[src/rtl/adbg_jsp_apb_host.sv]
// APB master that polls a JTAG serial port (16550-style LSR at address 5,
// RBR/THR at address 0). It moves bytes between one-byte tx/rx buffers and
// the slave. A poll that finds no work is followed by an idle gap before
// the next poll.
`timescale 1ns/1ps
module adbg_jsp_apb_host #(
    parameter int unsigned POLL_GAP = 4
) (
    input  logic       PCLK,
    input  logic       PRESETn,
    output logic       PSEL,
    output logic       PENABLE,
    output logic       PWRITE,
    output logic [2:0] PADDR,
    output logic [7:0] PWDATA,
    input  logic [7:0] PRDATA,
    input  logic       PREADY,
    input  logic       PSLVERR,
    input  logic [7:0] tx_data_i,
    input  logic       tx_valid_i,
    output logic       tx_ready_o,
    output logic [7:0] rx_data_o,
    output logic       rx_valid_o,
    input  logic       rx_ready_i,
    output logic       err_o
);

    typedef enum logic [2:0] {
        IDLE        = 3'd0,
        POLL_SETUP  = 3'd1,
        POLL_ACCESS = 3'd2,
        RD_SETUP    = 3'd3,
        RD_ACCESS   = 3'd4,
        WR_SETUP    = 3'd5,
        WR_ACCESS   = 3'd6,
        GAP         = 3'd7
    } state_t;

    localparam logic       DIR_READ  = 1'b0;
    localparam logic       DIR_WRITE = 1'b1;
    localparam logic [2:0] ADDR_DATA = 3'd0;
    localparam logic [2:0] ADDR_LSR  = 3'd5;
    // Last GAP count value; POLL_GAP=0 still spends one cycle in GAP.
    localparam logic [7:0] GAP_LAST  = (POLL_GAP == 0) ? 8'd0 : 8'(POLL_GAP - 1);

    state_t     state_r;
    state_t     state_nxt_s;
    logic [7:0] gap_cnt_r;
    logic       last_dir_r;
    logic [7:0] tx_buf_r;
    logic       tx_ready_r;
    logic [7:0] rx_buf_r;
    logic       rx_valid_r;
    logic       err_r;

    logic       dr_s;
    logic       thre_s;
    logic       rd_ok_s;
    logic       wr_ok_s;
    logic       rd_done_s;
    logic       wr_done_s;
    logic       access_done_s;

    // An erroring poll is treated as "nothing ready", so its data never steers the FSM.
    assign dr_s          = PRDATA[0] & ~PSLVERR;
    assign thre_s        = PRDATA[5] & ~PSLVERR;
    assign rd_ok_s       = dr_s & ~rx_valid_r;
    assign wr_ok_s       = thre_s & ~tx_ready_r;
    assign rd_done_s     = (state_r == RD_ACCESS) & PREADY;
    assign wr_done_s     = (state_r == WR_ACCESS) & PREADY;
    assign access_done_s = PREADY & ((state_r == POLL_ACCESS) | (state_r == RD_ACCESS) |
                                     (state_r == WR_ACCESS));

    // Next-state decision: poll, arbitrate read/write on ties, otherwise gap.
    always_comb begin
        state_nxt_s = state_r;
        case (state_r)
            IDLE:        state_nxt_s = POLL_SETUP;
            POLL_SETUP:  state_nxt_s = POLL_ACCESS;
            POLL_ACCESS: begin
                if (PREADY) begin
                    if (rd_ok_s && wr_ok_s) begin
                        state_nxt_s = (last_dir_r == DIR_WRITE) ? RD_SETUP : WR_SETUP;
                    end else if (rd_ok_s) begin
                        state_nxt_s = RD_SETUP;
                    end else if (wr_ok_s) begin
                        state_nxt_s = WR_SETUP;
                    end else begin
                        state_nxt_s = GAP;
                    end
                end else begin
                    state_nxt_s = POLL_ACCESS;
                end
            end
            RD_SETUP:    state_nxt_s = RD_ACCESS;
            RD_ACCESS: begin
                if (PREADY) begin
                    state_nxt_s = POLL_SETUP;
                end else begin
                    state_nxt_s = RD_ACCESS;
                end
            end
            WR_SETUP:    state_nxt_s = WR_ACCESS;
            WR_ACCESS: begin
                if (PREADY) begin
                    state_nxt_s = POLL_SETUP;
                end else begin
                    state_nxt_s = WR_ACCESS;
                end
            end
            GAP: begin
                if (gap_cnt_r >= GAP_LAST) begin
                    state_nxt_s = POLL_SETUP;
                end else begin
                    state_nxt_s = GAP;
                end
            end
            default:     state_nxt_s = IDLE;
        endcase
    end

    // State register.
    always_ff @(posedge PCLK) begin
        if (!PRESETn) state_r <= IDLE;
        else          state_r <= state_nxt_s;
    end

    // Gap counter: counts while staying in GAP, zero everywhere else.
    always_ff @(posedge PCLK) begin
        if (!PRESETn)                                       gap_cnt_r <= 8'd0;
        else if ((state_r == GAP) && (state_nxt_s == GAP))  gap_cnt_r <= gap_cnt_r + 8'd1;
        else                                                gap_cnt_r <= 8'd0;
    end

    // APB outputs registered from the next state so they line up with state_r.
    always_ff @(posedge PCLK) begin
        if (!PRESETn) begin
            PSEL    <= 1'b0;
            PENABLE <= 1'b0;
            PWRITE  <= 1'b0;
            PADDR   <= 3'd0;
            PWDATA  <= 8'd0;
        end else begin
            PSEL    <= 1'b0;
            PENABLE <= 1'b0;
            PWRITE  <= 1'b0;
            PADDR   <= 3'd0;
            PWDATA  <= 8'd0;
            case (state_nxt_s)
                POLL_SETUP, POLL_ACCESS: begin
                    PSEL    <= 1'b1;
                    PENABLE <= (state_nxt_s == POLL_ACCESS);
                    PADDR   <= ADDR_LSR;
                end
                RD_SETUP, RD_ACCESS: begin
                    PSEL    <= 1'b1;
                    PENABLE <= (state_nxt_s == RD_ACCESS);
                    PADDR   <= ADDR_DATA;
                end
                WR_SETUP, WR_ACCESS: begin
                    PSEL    <= 1'b1;
                    PENABLE <= (state_nxt_s == WR_ACCESS);
                    PWRITE  <= 1'b1;
                    PADDR   <= ADDR_DATA;
                    PWDATA  <= tx_buf_r;
                end
                default: begin
                    PSEL    <= 1'b0;
                end
            endcase
        end
    end

    // Remember which direction was served last for tie arbitration.
    always_ff @(posedge PCLK) begin
        if (!PRESETn)       last_dir_r <= DIR_WRITE;
        else if (rd_done_s) last_dir_r <= DIR_READ;
        else if (wr_done_s) last_dir_r <= DIR_WRITE;
    end

    // tx buffer: capture when empty, drain on write completion (even on error).
    always_ff @(posedge PCLK) begin
        if (!PRESETn) begin
            tx_buf_r   <= 8'd0;
            tx_ready_r <= 1'b1;
        end else if (tx_valid_i && tx_ready_r) begin
            tx_buf_r   <= tx_data_i;
            tx_ready_r <= 1'b0;
        end else if (wr_done_s) begin
            tx_ready_r <= 1'b1;
        end
    end

    // rx buffer: load on clean read completion, release on consumer handshake.
    always_ff @(posedge PCLK) begin
        if (!PRESETn) begin
            rx_buf_r   <= 8'd0;
            rx_valid_r <= 1'b0;
        end else if (rd_done_s && !PSLVERR) begin
            rx_buf_r   <= PRDATA;
            rx_valid_r <= 1'b1;
        end else if (rx_valid_r && rx_ready_i) begin
            rx_valid_r <= 1'b0;
        end
    end

    // Sticky slave-error flag.
    always_ff @(posedge PCLK) begin
        if (!PRESETn)                      err_r <= 1'b0;
        else if (access_done_s && PSLVERR) err_r <= 1'b1;
    end

    assign tx_ready_o = tx_ready_r;
    assign rx_data_o  = rx_buf_r;
    assign rx_valid_o = rx_valid_r;
    assign err_o      = err_r;

endmodule

[config.mk]
export PLATFORM = sky130hd
export DESIGN_NAME = adbg_jsp_apb_host
export DESIGN_NICKNAME = d
export VERILOG_FILES = /design/src/rtl/adbg_jsp_apb_host.sv
export SDC_FILE = /design/constraint.sdc
export NUM_CORES = 1
export LEC_CHECK = 0
export CAP_MARGIN = 5
export CORE_MARGIN = 2
export CORE_UTILIZATION = 50
export CTS_CLUSTER_SIZE = 24
export DETAILED_ROUTE_END_ITERATION = 8
export GPL_TIMING_DRIVEN = 1
export PLACE_DENSITY = 0.9
export SLEW_MARGIN = 10
export SYNTH_ARGS = -nofsm -noshare
export SYNTH_HDL_FRONTEND = slang
export SYNTH_SLANG_ARGS = --single-unit
[constraint.sdc]
create_clock -name PCLK -period 2.03 [get_ports PCLK]
set_input_delay 0.406 -clock PCLK [delete_from_list [all_inputs] [get_ports PCLK]]
set_output_delay 0.406 -clock PCLK [all_outputs]
set_load 0.02 [all_outputs]
* After elaboration in Yosys (flattened, before gate mapping) *
Cells that the tools add are included.

cells by class
  muxes and demuxes = 18
  divide/modulo/power cells = 0
  reductions and logical operators = 17
  bitwise logic cells = 12
  add/sub/neg operators = 1
  shifts and indexed selects = 0
  multipliers = 0
  equal/unequal tests = 14
  magnitude comparators = 1

operator list
  operator                                                           number
  equality test 3 bit, second input constant                         8
  two-way mux 3 bit                                                  8
  case mux 3 bit (8 select lines)                                    1
  equality test 3 x 2 -> 1 bit, second input constant                4
  adder 8 x 1 -> 8 bit, second input constant                        1
  greater-or-equal comparator 8 x 2 -> 1 bit, second input constant  1
  bitwise AND 1 bit                                                  7
  two-way mux 1 bit                                                  7
  equality test 3 x 1 -> 1 bit, second input constant                2
  logical AND 1 bit                                                  6
  nonzero test 2 bit                                                 3
  OR reduction 2 bit                                                 3
  OR reduction 6 bit                                                 1
  AND reduction 2 bit                                                2
  zero test 3 bit                                                    1
  NOT 1 bit                                                          3
  case mux 1 bit (3 select lines)                                    1
  two-way mux 2 bit                                                  1
  bitwise OR 1 bit                                                   2
  zero test 1 bit                                                    1

storage, ports and cells
  output and inout bits = 25
  logic and storage cells = 76
  bits in latches = 0
  register bits = 45
  memories kept = 0
  RAM bits = 0
  bits of input ports = 22
  memory bits (read-only) = 0

* Depth between registers and ports, before layout *
Gate-level depths: netlist of run 1.

  depth in word-level cells = 11
  gate-level depth with buffers = 6
  gate-level depth less buffers = 5

* Least setup slack after synthesis of run 1 *
No wires, ideal clock.

  kind = register to register
  from = register gap_cnt_r[0]
  to = register PSEL
  cell stages (with the launch flop) = 7
  buffers on the path = 1
  data required time = 1.909 ns
  library setup time = 0.121 ns
  slack = 0.633 ns
  arrival = 1.276 ns
  clock period less this slack = 1.397 ns
  cell sequence = dfxtp_1 > ha_1 > nor4_4 > nand4_1 > a41oi_2 > buf_6 > o31ai_2

on the way
  longest elaborated chain between the ends = 6
  elaborated cells on any way between the ends = 11
  those cells by class = 1 x order compare; 6 x eq/ne; 3 x mux; 1 x reduce/logical

ends and longest elaborated chain
  item                                                        RTL line  source
  start, declared                                             48        logic [7:0] gap_cnt_r;
  start signal, assigned                                      131       else if ((state_r == GAP) && (state_nxt_s == GAP)) gap_cnt_r <= gap_cnt_r + 8'd1;
  greater-or-equal comparator 8 x 2 -> 1 bit *                112       if (gap_cnt_r >= GAP_LAST) begin
  two-way mux 3 bit *                                         112
  case mux 3 bit (8 select lines) *                           77        case (state_r)
  equality test 3 x 2 -> 1 bit, or another cell as far along  149       case (state_nxt_s)
  OR reduction 6 bit (no source line) *                       --
  two-way mux 1 bit *                                         149
  end signal, assigned                                        151       PSEL <= 1'b1;
  end signal, assigned                                        156       PSEL <= 1'b1;
  end signal, assigned                                        161       PSEL <= 1'b1;
  end, declared                                               11        output logic PSEL,

Every way passes the cells marked *; elsewhere a longest branch is shown, timed or not.
A chain may end at the register's enable or synchronous reset.

* Worst setup path after layout of run 1 *
  from = register rx_valid_r (netlist: rx_valid_o)
  to = output rx_valid_o

RTL lines
  item                    RTL line  source
  start, declared         53        logic rx_valid_r;
  start signal, assigned  198       rx_valid_r <= 1'b0;
  start signal, assigned  201       rx_valid_r <= 1'b1;
  start signal, assigned  203       rx_valid_r <= 1'b0;
  end, declared           23        output logic rx_valid_o,

No word-level cell between the ends.

==> flow_summary.yaml, run 1 <==
synthesis:
  syn_area_um2: 1660
  synth_ff_type: "dfxtp_1"
  synth_commonest_cells: "dfxtp_1 (43), nor2_1 (13), a21oi_1 (12)"
  yosysTopAreaCellShare_pct: 51.9
  avgSynthCellArea_um2: 10.0
  ys_ff_latch: 43
  synth_edf_count: 0
  synth_cell_type_count: 42
  ys_top_cells_by_area: "dfxtp_1 (52%), a211oi_2 (6.0%), mux2i_1 (4.8%)"
  yosysSeqAreaShare_pct: 51.9
  synth.most_common_cell: "dfxtp_1"
  syn_inst: 165
  synthArstFlopShare_pct: 0
  yosysWarnings: 0
  synth_top_cell_by_area: "dfxtp_1"
floorplan:
  dieArea_um2: 3790
  die_h_um: 61.6
  rows: 20
  die_width_um: 61.6
  io_pins: 47
  core_region_area_um2: 3100
  start_util_pct: 53.4
timing:
  max-slew-margin-rel_pct: 66.6
  finalSetupViolations: 0
  fmax_ghz: 0.560
  tightest_slew_ns: 0.502
  hold_violations: 0
  rsz0062_at_grt: "false"
  finalMaxSlewViolations: 0
  skew_ns: 0.00894
  period_share_pct: 87.9
  min_period_ns: 1.79
setup_path:
  critPathMaxFanout: 4
  slowest_delay_ns: 0.63
  crit_buf_inv: 1
  cp.required_ns: 1.62
  startpoint_type: "register"
  crit_family: "buffers and inverters"
  worstPathCellList: "clkdlybuf4s50_1"
  worstPathArrival_ns: 1.38
  crit_type: "reg2out"
  cp-end-kind: "output pin"
  slowest_stage: "clkdlybuf4s50_1"
placed_design:
  placedCellCount: 252
  place.gp.congestion: 0.817
  portBuffers: 45
  place_hpwl_um: 2320
global_routing:
  grt_usage_pct: 19.4
  antenna_found_initial: 0
  grt_max_degree: 24
  grt_pass1_wl_um: 5270
  grt_pass1_vias: 1193
  grt.overflow.total: 0
detailed_routing:
  drt-vias-per-instance: 4.99
  wl_per_cell_um: 12.3
  drc: 0
  wirelength_um: 3210
  postRouteAntennaNets: 0
  drt-pass1-iter-count: 4
  vias: 1297
  drtIter0Drc: 39
clock_network:
  cts_tree: "yes"
  ctsResizeCount: 0
  cts-root-buf: "clkbuf_4"
  cts_hold_buf: 0
  clock_sinks: 43
  cts_post_setup_buffers_inserted: 0
  cts_max_level: 2
  max-clock-path-buffers: 2
  cts_inserted_buffers: 5
  clk_latency_ns: 0.36
  cts.clk_slew.worst_paths_ns: 0.12
power:
  leakage_nw: 0.895
  powerDensity_nw_per_um2: 816
  irDropWorstVdd_uv: 679
layout:
  areaGrowthSynthToFinish_pct: 36.8
  antenna_cells: 0
  stdcell_count: 260
  drive_gt1_share_pct: 12.0
  fin_nets: 238
  fin_util_pct: 73.1
run_status:
  status: "finished clean"
flow_run:
  cap_violations: 0
hold_path:
  min_path_type: "reg2reg"
==> cell usage in the layout (no fill, tap or decap), types with 4 or more instances in the layout <==
master,Yosys,final
inv_1,11,11
mux2i_1,8,8
nor2_1,13,13
conb_1,1,7
a211oi_2,8,8
nand2_1,11,11
dfxtp_1,43,43
nor3_1,4,4
a21oi_1,12,12
clkbuf_4,0,5
nand3_1,9,9
clkdlybuf4s50_1,0,45
==> report_power, final <==
part | total (W) | internal [W] | switching, W
Clock | 0.000653 | 0.000383 | 0.000271
Sequential | 0.000921 | 0.000885 | 0.0000359
Combinational | 0.000276 | 0.000141 | 0.000134
Total | 0.00185 | 0.00141 | 0.000441
==> final timing paths <==
kind	startpoint	end	slack [ns]	cells after the start
hold / removal	gap_cnt_r[0]$_SDFF_PN0_	gap_cnt_r[0]$_SDFF_PN0_	0.45	1
hold reg to reg	gap_cnt_r[0]$_SDFF_PN0_	gap_cnt_r[0]$_SDFF_PN0_	0.45	1
setup reg to reg	state_r[1]$_SDFF_PN0_	PWDATA[6]$_SDFF_PN0_	0.41	5
setup / recovery	rx_valid_o$_SDFFE_PN0P_	rx_valid_o	0.24	1
==> kinds of logic (layout without fill, tap and decap cells) <==
| group | after synthesis | count (layout) | share of synthesized area [%] |
|---|---|---|---|
| AOI/OAI and AO/OA | 36 | 36 | 17.6 |
| adders and majority gates | 1 | 1 | 0.755 |
| other | 1 | 7 | 0.226 |
| buffers and inverters | 23 | 68 | 7.17 |
| muxes | 8 | 8 | 4.83 |
| DFF | 43 | 43 | 51.9 |
| and+or+nand+nor | 53 | 53 | 17.5 |
==> registers in the layout, indices dropped and copies added, names as in the netlist <==
register    count
PSEL            1
PWDATA          8
state_r         3
rx_valid_o      1
gap_cnt_r       8
PENABLE         1
PWRITE          1
err_o           1
tx_ready_o      1
PADDR           1
last_dir_r      1
tx_buf_r        8
rx_data_o       8
==> through the flow <==
| stage | setup WS [ns] | total power, W | TNS, ns | hold slack, ns | instance area [um^2] |
|---|---|---|---|---|---|
| 2_1_floorplan | 0.633 | 0.00110 | 0 | 0.406 | 1680 |
| 3_3_place_gp | 0.0316 | 0.00121 | 0 | 0.420 | 2160 |
| 3_5_place_dp | -0.00117 | 0.00121 | -0.00117 | 0.431 | 2160 |
| 4_1_cts | 0.230 | 0.00187 | 0 | 0.450 | 2270 |
| 5_1_grt | 0.179 | 0.00192 | 0 | 0.453 | 2270 |
| 6_report | 0.245 | 0.00185 | 0 | 0.445 | 2270 |
==> routing by layer <==
metal | global-route usage, % | up-vias | share of wire, %
met2 | 30.8 | 38 | 49
li1 | - | 661 | -
met5 | 0 | - | 0
met3 | 9.66 | 6 | 7.6
met1 | 22.8 | 592 | 42
met4 | 6.38 | 0 | 1.5
==> cell type report <==
| cell class | instances | area (um^2) |
|---|---|---|
| fill | 238 | 835 |
| clock buffer | 5 | 37.5 |
| clock inverter | 3 | 67.6 |
| sequential | 43 | 861 |
| multi-input combinational | 105 | 701 |
| tap | 44 | 55.1 |
| timing repair buffer | 49 | 505 |
| inverter | 11 | 41.3 |
No activity file was read; power rests on OpenSTA's default activity.
==> run 2: changes to the inputs <==
--- a/config.mk
+++ b/config.mk
@@ -11,7 +11,7 @@
 export CTS_CLUSTER_SIZE = 24
 export DETAILED_ROUTE_END_ITERATION = 8
 export GPL_TIMING_DRIVEN = 1
-export PLACE_DENSITY = 0.9
+export PLACE_DENSITY_LB_ADDON = 0.12
 export SLEW_MARGIN = 10
 export SYNTH_ARGS = -nofsm -noshare
 export SYNTH_HDL_FRONTEND = slang
==> run 2 against run 1 <==
  * Total power decreased by 10%
  * Wire length increased by 3.2%
  * Flip-flop and latch count unchanged
  * Global-route usage increased by 0.67 points
  * Critical path type unchanged
  * First-iteration DRC count decreased by 36%
  * Combinational power about the same
  * Final cell count increased by 0.38%
==> flow_summary.yaml, run 2 (same netlist as run 1, synthesis figures left out) <==
layout:
  antenna_cells: 0
  final_common_cell: "clkdlybuf4s50_1"
  fin_nets: 239
  fill_cells: 264
  areaGrowthSynthToFinish_pct: 34.3
  stdcell_count: 261
  drive_gt1_share_pct: 12.0
  final_cell_mix: "clkdlybuf4s50_1 (45), dfxtp_1 (43), nor2_1 (13)"
  fin_util_pct: 71.8
setup_path:
  crit_family: "buffers and inverters"
  r2r-start: "state_r[1]$_SDFF_PN0_"
  timing.rr.end: "PSEL$_SDFF_PN0_"
  slowest_stage: "clkdlybuf4s50_1"
  worstPathCellList: "clkdlybuf4s50_1"
  startpoint_type: "register"
  cp.required_ns: 1.62
  startpoint: "rx_valid_o$_SDFFE_PN0P_"
  crit_buf_inv: 1
  cp-end-kind: "output pin"
  reg2reg_depth: 5
  slowest_delay_ns: 0.63
  crit_type: "reg2out"
  critPathMaxFanout: 4
  worstPathArrival_ns: 1.39
  r2r_slack_ns: 0.34
clock_network:
  cts_hold_buf: 0
  cts.clk_slew.worst_paths_ns: 0.11
  cts_tree: "yes"
  clk_latency_ns: 0.35
  clock_sinks: 43
  cts_max_level: 2
  max-clock-path-buffers: 2
  ctsResizeCount: 0
  cts-root-buf: "clkbuf_4"
  cts_post_setup_buffers_inserted: 0
  cts_inserted_buffers: 5
timing:
  hold_violations: 0
  tightest_slew_ns: 0.507
  finalSetupViolations: 0
  holdWs_ns: 0.445
  skew_ns: 0.00847
  rsz0062_at_grt: "false"
  finalMaxSlewViolations: 0
  fmax_ghz: 0.558
  min_period_ns: 1.79
  max-slew-margin-rel_pct: 66.2
  period_share_pct: 88.4
floorplan:
  io_pins: 47
  core_region_area_um2: 3100
  die_width_um: 61.6
  start_util_pct: 53.4
  die_h_um: 61.6
  rows: 20
  dieArea_um2: 3790
detailed_routing:
  drtIter0Drc: 25
  postRouteAntennaNets: 0
  drt-pass1-iter-count: 4
  vias: 1341
  wl_per_cell_um: 12.7
  drt-vias-per-instance: 5.14
  wirelength_um: 3310
  drc: 0
global_routing:
  grt_usage_pct: 20.1
  grt.overflow.total: 0
  grt_max_degree: 16
  grt_pass1_vias: 1241
  grt_pass1_wl_um: 5450
  antenna_found_initial: 0
hold_path:
  holdPathStages: 1
  min_from: "gap_cnt_r[0]$_SDFF_PN0_"
  min_to: "gap_cnt_r[0]$_SDFF_PN0_"
  min_path_type: "reg2reg"
power:
  leakage_nw: 0.882
  irDropWorstVdd_uv: 468
  powerDensity_nw_per_um2: 746
placed_design:
  portBuffers: 45
  placedCellCount: 253
  place.gp.congestion: 0.794
  place_hpwl_um: 2440
run_status:
  status: "finished clean"
flow_run:
  cap_violations: 0
[run 2: changes by cell type in the layout (fill, tap and decap cells not counted)]
| cell | previous run | this run |
|---|---|---|
| buf_12 | 2 | 1 |
| clkbuf_8 | 0 | 2 |
| clkinvlp_4 | 1 | 0 |
| bufinv_16 | 2 | 0 |
| clkbuf_1 | 0 | 1 |
| buf_4 | 2 | 4 |
[run 2: area by class of cell]
cell class / instances / area (um^2) / share of cell area [%]
Multi-Input combinational cell: 105 / 701 / 31.5
Clock buffer: 8 / 68.8 / 3.09
Sequential cell: 43 / 861 / 38.7
Tap cell: 44 / 55.1 / 2.47
Inverter: 11 / 41.3 / 1.85
Timing Repair Buffer: 50 / 500 / 22.5
[run 2: report_power, final]
group	total, W	switching (W)	internal (W)	leakage, nW
sequential	0.000922	0.0000373	0.000885	0.352
clock	0.000464	0.000260	0.000204	0.0386
combinational	0.000275	0.000135	0.000140	0.492
[run 2: layer usage]
metal | global-route usage [%] | wire length (um) | vias to the layer above
met5 | 0 | 0 | -
met4 | 7.60 | 62 | 0
met3 | 7.14 | 229 | 7
met2 | 32.9 | 1630 | 51
met1 | 24.1 | 1390 | 617
li1 | - | - | 666
[run 2: worst max path at each step]
| stage | to | cells past startpoint |
|---|---|---|
| 2_1_floorplan | PSEL$_SDFF_PN0_ | 6 |
| 3_3_place_gp | PSEL$_SDFF_PN0_ | 6 |
| 3_5_place_dp | PSEL$_SDFF_PN0_ | 6 |
| 4_1_cts | rx_valid_o | 1 |
| 5_1_grt | rx_valid_o | 1 |
| 6_report | rx_valid_o | 1 |
[run 2: per-stage QoR]
step	total power, W	worst slack (ns)	setup TNS, ns	cell area [um^2]
final	0.00166	0.236	0	2230
after global routing	0.00174	0.170	0	2230
after CTS	0.00167	0.230	0	2230
after detailed placement	0.00121	-0.0215	-0.0634	2160
after global placement	0.00120	0.0437	0	2160
after floorplan	0.00110	0.633	0	1680
[run 2: worst reg2reg max path: stages, from the launching register on]
cell     delay [ns]
dfxtp_1        0.57
nor3b_2        0.35
o21ai_1        0.15
a41oi_2        0.25
buf_12         0.17
o31ai_2        0.07
==> run 3: changes to the inputs <==
--- a/config.mk
+++ b/config.mk
@@ -10,7 +10,7 @@
 export CORE_UTILIZATION = 50
 export CTS_CLUSTER_SIZE = 24
 export DETAILED_ROUTE_END_ITERATION = 8
-export GPL_TIMING_DRIVEN = 1
+export GPL_TIMING_DRIVEN = 0
 export PLACE_DENSITY_LB_ADDON = 0.12
 export SLEW_MARGIN = 10
 export SYNTH_ARGS = -nofsm -noshare
==> run 3 against run 2 <==
  * Design area rose by 0.11%
  * Maximum frequency is 0.24% higher
  * Sequential share of layout area about the same
  * Critical path type unchanged
  * First-iteration DRC count decreased by 36%
  * Wire length is 5.9% lower
  * Count of clock-buffer cells in the layout fell by 2
==> flow_summary.yaml, run 3 (same netlist as run 1, synthesis figures left out) <==
hold_path:
  min_path_type: "in2reg"
setup_path:
  cp.required_ns: 1.62
  cp-end-kind: "output pin"
  timing.rr.end: "PSEL$_SDFF_PN0_"
  crit_type: "reg2out"
  r2r_slack_ns: 0.45
  r2r-start: "gap_cnt_r[0]$_SDFF_PN0_"
  slowest_delay_ns: 0.58
  slowest_stage: "clkdlybuf4s50_1"
  startpoint: "PADDR[0]$_SDFF_PN0_"
  cp-endpoint: "PADDR[2]"
  critPathMaxFanout: 2
  startpoint_type: "register"
  reg2reg_depth: 6
  worstPathArrival_ns: 1.38
  worstPathCellList: "buf_4 > clkdlybuf4s50_1"
detailed_routing:
  drc: 0
  vias: 1297
  drt-vias-per-instance: 4.86
  wirelength_um: 3120
  postRouteAntennaNets: 0
  wl_per_cell_um: 11.7
  drtIter0Drc: 16
  drt-pass1-iter-count: 4
layout:
  areaGrowthSynthToFinish_pct: 34.5
  fin_nets: 245
  fill_cells: 269
  fin_area_um2: 2230
  fin_util_pct: 71.9
  antenna_cells: 0
  multiInputGateArea_um2: 701
  drive_gt1_share_pct: 13.0
  final_cell_mix: "clkdlybuf4s50_1 (44), dfxtp_1 (43), nor2_1 (13)"
  final_common_cell: "clkdlybuf4s50_1"
  register_area_um2: 861
power:
  power.total_w: 0.00159
  powerDensity_nw_per_um2: 715
  leakage_nw: 0.885
  irDropWorstVdd_uv: 411
clock_network:
  clk_latency_ns: 0.35
  cts_max_level: 2
  clock_sinks: 43
  cts_hold_buf: 0
  cts_inserted_buffers: 5
  ctsResizeCount: 0
  max-clock-path-buffers: 2
  cts.clk_slew.worst_paths_ns: 0.12
  cts_tree: "yes"
  cts_post_setup_buffers_inserted: 0
  cts-root-buf: "clkbuf_4"
timing:
  fmax_ghz: 0.559
  min_period_ns: 1.79
  holdWs_ns: 0.439
  skew_ns: 0.00650
  rsz0062_at_grt: "false"
  finalSetupViolations: 0
  finalMaxSlewViolations: 0
  period_share_pct: 88.1
  hold_violations: 0
placed_design:
  portBuffers: 44
  place.gp.congestion: 0.877
  post_dp_cell_area_um2: 2180
  place_hpwl_um: 2440
global_routing:
  grt_usage_pct: 18.7
  grt_max_degree: 14
  grt.overflow.total: 0
  antenna_found_initial: 0
  grt_pass1_wl_um: 5070
  grt_pass1_vias: 1138
floorplan:
  core_region_area_um2: 3100
  dieArea_um2: 3790
  die_h_um: 61.6
  die_width_um: 61.6
  rows: 20
  io_pins: 47
  start_util_pct: 53.4
flow_run:
  cap_violations: 0
run_status:
  status: "finished clean"
[run 3: changes by cell type in the layout (fill, tap and decap cells not counted), sizes merged]
| cell | delta |
|---|---|
| clkbuf | +1 |
| clkinv | +1 |
| buf | +4 |
| clkinvlp | +1 |
| clkdlybuf4s50 | -1 |
[run 3: critical path, delay by kind of cell, from the launching register on]
kind	cells	cell delay [ns]
buffers and inverters	2	0.68
flip-flops	1	0.35
[run 3: metal layers]
layer  part of all wire [%]  vias to the layer above  track usage [%]
met5                      0                        -                0
met4                    1.4                        0             6.38
met3                    7.0                        6             8.61
met2                     49                       35             30.8
met1                     42                      578             21.4
li1                       -                      678                -
[run 3: cell type report]
cell class	instances	area share, %
flip-flops and latches	43	38.6
multi-input cells	105	31.4
repair buffers	44	19.8
plain buffers	12	3.48
well taps	44	2.47
clock buffers	6	1.85
inverters	11	1.85
clock inverters	2	0.561
[run 3: per-stage QoR]
step,setup TNS (ns),worst slack (ns),instances
floorplan,0,0.633,171
global placement,-0.0148,-0.0148,259
detailed placement,-0.406,-0.0499,259
CTS,0,0.223,267
global route,0,0.156,267
finish,0,0.241,267
[run 3: worst min-delay path by stage]
stage / start / end / slack (ns) / cells after the start
final: tx_valid_i / tx_buf_r[5]$_SDFFE_PN0P_ / 0.44 / 3
after global routing: tx_valid_i / tx_buf_r[5]$_SDFFE_PN0P_ / 0.44 / 3
after CTS: tx_valid_i / tx_buf_r[3]$_SDFFE_PN0P_ / 0.44 / 3
after detailed placement: gap_cnt_r[0]$_SDFF_PN0_ / gap_cnt_r[0]$_SDFF_PN0_ / 0.43 / 1
after global placement: gap_cnt_r[0]$_SDFF_PN0_ / gap_cnt_r[0]$_SDFF_PN0_ / 0.42 / 1
after floorplan: gap_cnt_r[0]$_SDFF_PN0_ / gap_cnt_r[0]$_SDFF_PN0_ / 0.41 / 1
[run 3: where the power goes]
part | leakage, nW | switching [W] | internal (W)
clock network | 0.0282 | 0.000262 | 0.000134
registers | 0.352 | 0.0000210 | 0.000885
logic | 0.505 | 0.000149 | 0.000143
